`config.mk`:
```
export PLATFORM = sky130hd
export DESIGN_NAME = mem_port_arbiter
export DESIGN_NICKNAME = d
export VERILOG_FILES = /design/src/rtl/mem_port_arbiter.sv
export SDC_FILE = /design/constraint.sdc
export NUM_CORES = 1
export LEC_CHECK = 0
export ABC_AREA = 1
export BUFFER_PORTS_ARGS = -buffer_cell sky130_fd_sc_hd__buf_2
export CAP_MARGIN = 10
export CORE_AREA = 4 4 209 211
export DETAILED_ROUTE_END_ITERATION = 8
export DIE_AREA = 0 0 213 215
export GPL_ROUTABILITY_DRIVEN = 0
export GPL_TIMING_DRIVEN = 0
export PLACE_DENSITY = 0.59
export SYNTH_ARGS = -nofsm -noshare
export SYNTH_HDL_FRONTEND = slang
export SYNTH_SLANG_ARGS = --single-unit
```
`constraint.sdc`:
```
create_clock -name clk -period 12.45 [get_ports clk]
set_input_delay 1.245 -clock clk [delete_from_list [all_inputs] [get_ports clk]]
set_output_delay 1.245 -clock clk [all_outputs]
set_load 0.005 [all_outputs]
```
`src/rtl/mem_port_arbiter.sv`:
```
// Shares one memory bus port between IF and MEM; MEM has priority, a starvation counter bounds IF losses.
// Optional bus response timeout when MEM_PORT_ARB_TIMEOUT_EN is defined (err otherwise tied low).
module mem_port_arbiter #(
   parameter int unsigned ADDR_W     = 64,
   parameter int unsigned DATA_W     = 64,
   parameter int unsigned STARVE_MAX = 4,
   parameter int unsigned TIMEOUT    = 255
) (
   input  logic              clk,
   input  logic              rst,
   input  logic              if_req,
   input  logic [ADDR_W-1:0] if_addr,
   output logic              if_gnt,
   output logic              if_rvalid,
   output logic [DATA_W-1:0] if_rdata,
   input  logic              mem_req,
   input  logic [ADDR_W-1:0] mem_addr,
   input  logic              mem_wen,
   input  logic [DATA_W-1:0] mem_wdata,
   input  logic [7:0]        mem_wmask,
   output logic              mem_gnt,
   output logic              mem_rvalid,
   output logic [DATA_W-1:0] mem_rdata,
   output logic              bus_req,
   output logic [ADDR_W-1:0] bus_addr,
   output logic              bus_wen,
   output logic [DATA_W-1:0] bus_wdata,
   output logic [7:0]        bus_wmask,
   input  logic              bus_ready,
   input  logic              bus_rvalid,
   input  logic [DATA_W-1:0] bus_rdata,
   output logic              busy,
   output logic              err
);

   localparam int unsigned STARVE_W = 4;

   localparam logic [1:0] ST_IDLE  = 2'd0;
   localparam logic [1:0] ST_ISSUE = 2'd1;
   localparam logic [1:0] ST_WAIT  = 2'd2;
   localparam logic [1:0] ST_RESP  = 2'd3;

   // Reject configurations the counters cannot represent.
   if (STARVE_MAX < 1 || STARVE_MAX > 15 || TIMEOUT < 1) begin : g_param_chk
      $error("mem_port_arbiter: STARVE_MAX must be 1..15 and TIMEOUT >= 1");
   end

   logic [1:0]          r_state;
   logic [1:0]          w_state_nxt;
   logic [STARVE_W-1:0] r_starve;
   logic [STARVE_W-1:0] w_starve_nxt;
   logic                r_owner_mem;
   logic                w_if_win;
   logic                w_mem_win;
   logic                w_capture;
   logic                w_timeout;

   logic                r_bus_req;
   logic [ADDR_W-1:0]   r_bus_addr;
   logic                r_bus_wen;
   logic [DATA_W-1:0]   r_bus_wdata;
   logic [7:0]          r_bus_wmask;
   logic                r_if_rvalid;
   logic [DATA_W-1:0]   r_if_rdata;
   logic                r_mem_rvalid;
   logic [DATA_W-1:0]   r_mem_rdata;

`ifdef MEM_PORT_ARB_TIMEOUT_EN
   localparam int unsigned TMO_W = (TIMEOUT > 1) ? $clog2(TIMEOUT) : 1;

   logic [TMO_W-1:0] r_tmo_cnt;
   logic             r_err;

   // Counts WAIT cycles; held at zero outside WAIT so every entry starts fresh.
   always_ff @(posedge clk or posedge rst) begin
      if (rst) begin
         r_tmo_cnt <= '0;
      end else if (r_state != ST_WAIT) begin
         r_tmo_cnt <= '0;
      end else begin
         r_tmo_cnt <= r_tmo_cnt + TMO_W'(1);
      end
   end
`endif

   // Next state, arbitration and starvation bookkeeping.
   always_comb begin
      w_state_nxt  = r_state;
      w_starve_nxt = r_starve;
      w_if_win     = 1'b0;
      w_mem_win    = 1'b0;
      w_capture    = 1'b0;
      w_timeout    = 1'b0;
      case (r_state)
         ST_IDLE: begin
            if (if_req && (!mem_req || r_starve == STARVE_W'(STARVE_MAX))) begin
               w_if_win = 1'b1;
            end else if (mem_req) begin
               w_mem_win = 1'b1;
            end
            if (w_if_win) begin
               w_starve_nxt = '0;
            end else if (w_mem_win && if_req && r_starve < STARVE_W'(STARVE_MAX)) begin
               w_starve_nxt = r_starve + STARVE_W'(1);
            end
            if (w_if_win || w_mem_win) begin
               w_state_nxt = ST_ISSUE;
            end
         end
         ST_ISSUE: begin
            if (bus_ready) begin
               if (bus_rvalid) begin
                  w_capture   = 1'b1;
                  w_state_nxt = ST_RESP;
               end else begin
                  w_state_nxt = ST_WAIT;
               end
            end
         end
         ST_WAIT: begin
            if (bus_rvalid) begin
               w_capture   = 1'b1;
               w_state_nxt = ST_RESP;
            end
`ifdef MEM_PORT_ARB_TIMEOUT_EN
            else if (r_tmo_cnt == TMO_W'(TIMEOUT - 1)) begin
               w_timeout   = 1'b1;
               w_state_nxt = ST_RESP;
            end
`endif
         end
         ST_RESP: begin
            w_state_nxt = ST_IDLE;
         end
         default: begin
            w_state_nxt = ST_IDLE;
         end
      endcase
   end

   always_ff @(posedge clk or posedge rst) begin
      if (rst) begin
         r_state  <= ST_IDLE;
         r_starve <= '0;
      end else begin
         r_state  <= w_state_nxt;
         r_starve <= w_starve_nxt;
      end
   end

   // Bus request latch, response capture and one-cycle rvalid pulses.
   always_ff @(posedge clk or posedge rst) begin
      if (rst) begin
         r_owner_mem  <= 1'b0;
         r_bus_req    <= 1'b0;
         r_bus_addr   <= '0;
         r_bus_wen    <= 1'b0;
         r_bus_wdata  <= '0;
         r_bus_wmask  <= '0;
         r_if_rvalid  <= 1'b0;
         r_if_rdata   <= '0;
         r_mem_rvalid <= 1'b0;
         r_mem_rdata  <= '0;
      end else begin
         r_if_rvalid  <= 1'b0;
         r_mem_rvalid <= 1'b0;
         if (w_if_win || w_mem_win) begin
            r_owner_mem <= w_mem_win;
            r_bus_req   <= 1'b1;
            r_bus_addr  <= w_mem_win ? mem_addr : if_addr;
            r_bus_wen   <= w_mem_win && mem_wen;
            r_bus_wdata <= w_mem_win ? mem_wdata : '0;
            r_bus_wmask <= w_mem_win ? mem_wmask : 8'h00;
         end
         if (r_state == ST_ISSUE && bus_ready) begin
            r_bus_req <= 1'b0;
         end
         if (w_capture || w_timeout) begin
            if (r_owner_mem) begin
               r_mem_rvalid <= 1'b1;
               r_mem_rdata  <= w_capture ? bus_rdata : '0;
            end else begin
               r_if_rvalid <= 1'b1;
               r_if_rdata  <= w_capture ? bus_rdata : '0;
            end
         end
      end
   end

`ifdef MEM_PORT_ARB_TIMEOUT_EN
   always_ff @(posedge clk or posedge rst) begin
      if (rst) begin
         r_err <= 1'b0;
      end else begin
         r_err <= w_timeout;
      end
   end

   assign err = r_err;
`else
   assign err = 1'b0;
`endif

   // Grants are combinational and suppressed while reset is asserted.
   assign if_gnt     = w_if_win && !rst;
   assign mem_gnt    = w_mem_win && !rst;
   assign if_rvalid  = r_if_rvalid;
   assign if_rdata   = r_if_rdata;
   assign mem_rvalid = r_mem_rvalid;
   assign mem_rdata  = r_mem_rdata;
   assign bus_req    = r_bus_req;
   assign bus_addr   = r_bus_addr;
   assign bus_wen    = r_bus_wen;
   assign bus_wdata  = r_bus_wdata;
   assign bus_wmask  = r_bus_wmask;
   assign busy       = (r_state != ST_IDLE);

endmodule
```
==> run metrics <==
nets about 2,200; core area about 0.042 mm^2; Core Util, Final 0.388; via count between 10,000 and 15,000; Sw Pwr ~1.4 mW; initial antenna violation count 10; DR iter-0 viols between 700 and 800; Synth area leaders dfrtp_1 59%, nand2_1 15%, o21ai_0 6.9%; first-pass GRT wire length between 60,000 and 70,000 um; Area Growth Syn to Fin 38.4%; # clock sinks roughly 280; Worst Setup Path Type input pin to primary output; max_cap viols 0; Die H approximately 220 um; number of flops mapped to enable cells by yosys 0; WP data arrival around 2400 ps; HP Class register to register; combinational group share of total power 0.366; Die W between 200 and 250 um; largest net degree at the start of global routing between 100 and 150; worst relative slew slack 0.437; Max Fclk 271 MHz; Overflow after GRT 0; DRC viols 0; Worst-Margin Slew 844 ps; synthesized area per cell just under 9 um^2; WL per Instance around 17 um; fraction of registers with async set/reset 1.00; IO buf count around 540; final instance area about 0.016 mm^2; CTS tree done; crit path from if_req; Net Sw Frac 0.370; fill cell count between 4,000 and 5,000; Final Hold Vio Count 0; clk_skew about 14 ps; DP Wirelength about 32,000 um; CP max FO 10; Global Route Usage Sum 0.177; Final ANT Viol Nets 0; status complete, no violations; Power Dens Cells 241 mW/mm^2; crit path time final roughly 3700 ps; CP endpoint kind primary output; Root Driver clkbuf_16; post-CTS setup buffer count 0; reg-to-reg startpoint r_state[0]; critical path endpoint if_gnt; #FFs+latches synth between 200 and 300; Syn Nets 1,626; starting density of the core 0.280; sequential share of power 0.397; synthesized instance count 1,349; post-cts hold buffer count 0; layout cells sized above 1 0.345; sequential cell area fraction in the yosys report 0.588; Yosys top cell by area dfrtp_1; count of boundary I/O pins 543; final setup vio count 0; TNS Setup 0 ps; placed standard-cell area about 0.015 mm^2; Synth Flop Type dfrtp_1; Distinct cells, synth 22; floorplan row count between 70 and 80; Mapped Area around 0.012 mm^2; max-slew violations 0; Worst EP required between 10,000 and 15,000 ps; fin crit share 0.296; most numerous cell in the Yosys netlist nand2_1; sequential cell area 0.00688 mm^2; RR Endpoint bus_addr[4]; clock power share 0.237; cts repair resizes 0; cts bufs inserted 34; vias in the first global route ~12,000; Die ar. between 0.04 and 0.05 mm^2; most frequent cells after synthesis 477 x nand2_1, 275 x dfrtp_1, 162 x o21ai_0; Leakage between 9 and 10 nW; Worst-path clk slew around 50 ps; vias per cell ~4.5; post-synth top area share 0.588; crit start category input pin; CTS max path bufs 3; FF-to-FF path depth 9; WL final between 40,000 and 50,000 um; clk_lat worst skew between 500 and 600 ps; internal power ~2.5 mW; area of the multi-input gates 0.00381 mm^2; yosys warns 0; RSZ-0062 raised after global routing false; H-tree levels 2; DR pass1 iterations 5; Peak VDD IR around 0.00011 V; Reg2Reg Setup Slack 10,300 ps
registers in the layout (all words and copies together) (netlist names), 2 cells and up:
name / count
bus_addr: 64
bus_wdata: 64
bus_wmask: 8
if_rdata: 64
mem_rdata: 64
r_starve: 4
r_state: 2
power by group through the flow:
stage,sequential [mW],combinational (mW),clock (mW)
after floorplan,1.57,0.660,0
after global placement,1.55,1.43,0
after detailed placement,1.55,1.46,0
after CTS,1.55,1.46,0.954
after global routing,1.60,1.63,0.989
final,1.55,1.43,0.924
through the flow:
stage          setup WS (ps)  cells  hold WS (ps)  power, mW
2_1_floorplan           3620   1349           472       2.23
3_3_place_gp             321   2429           457       2.98
3_5_place_dp            8720   2431           459       3.01
4_1_cts                 8720   2489           475       3.96
5_1_grt                 8620   2495           492       4.22
6_report                8760   2495           472       3.90
per-layer routing:
metal | part of all wire | global-route usage
met1 | 0.41 | 0.223
met2 | 0.49 | 0.296
met3 | 0.072 | 0.0462
met4 | 0.031 | 0.0601
met5 | 0.0013 | 0
area by class of cell:
cell class | instances | share of cell area
antenna | 6 | 0.000926
buffer | 88 | 0.0286
clock buffer | 49 | 0.0597
clock inverter | 9 | 0.00448
inverter | 148 | 0.0347
multi-input combinational | 838 | 0.235
sequential | 275 | 0.425
tap | 539 | 0.0416
timing repair buffer | 543 | 0.170
layout by cell type, fill, tap and decap left out, types with 4 or more instances in the layout:
cell | synthesis | final
buf_2 | 62 | 603
o21ai_1 | 39 | 39
buf_6 | 5 | 5
clkbuf_1 | 15 | 24
clkbuf_16 | 0 | 34
inv_1 | 145 | 144
nor2_1 | 4 | 4
ha_1 | 6 | 6
nand3b_1 | 64 | 64
o21ai_0 | 162 | 162
dfrtp_1 | 275 | 275
nand2_1 | 477 | 477
buf_4 | 4 | 4
nand3_1 | 78 | 78
diode_2 | 0 | 6
clkbuf_8 | 0 | 6
worst max-delay path, cell delays in order:
cell and delay, ps:
buf_2 130, nand2_1 70, inv_2 40, nand2_2 80, clkbuf_1 640, nor2_1 70
buf_2 160
worst min path at each step:
stage / slack, ps / cells after the start / from / end
detailed placement: 460 / 2 / bus_wmask[4] / bus_wmask[4]
finish: 470 / 2 / bus_addr[30] / bus_addr[30]
global route: 490 / 2 / bus_addr[28] / bus_addr[28]
CTS: 480 / 2 / bus_addr[15] / bus_addr[15]
global placement: 460 / 2 / bus_wdata[30] / bus_wdata[30]
floorplan: 470 / 2 / bus_addr[0] / bus_addr[0]
cell families after synthesis:
kind of cell | Yosys count | share of synthesized area
fa+ha+maj | 6 | 0.00641
flops | 275 | 0.588
buf+inv | 236 | 0.0870
compound gates | 203 | 0.0871
other cells | 1 | 0.000320
simple gates | 628 | 0.231
(Power assumes the default switching activity.)
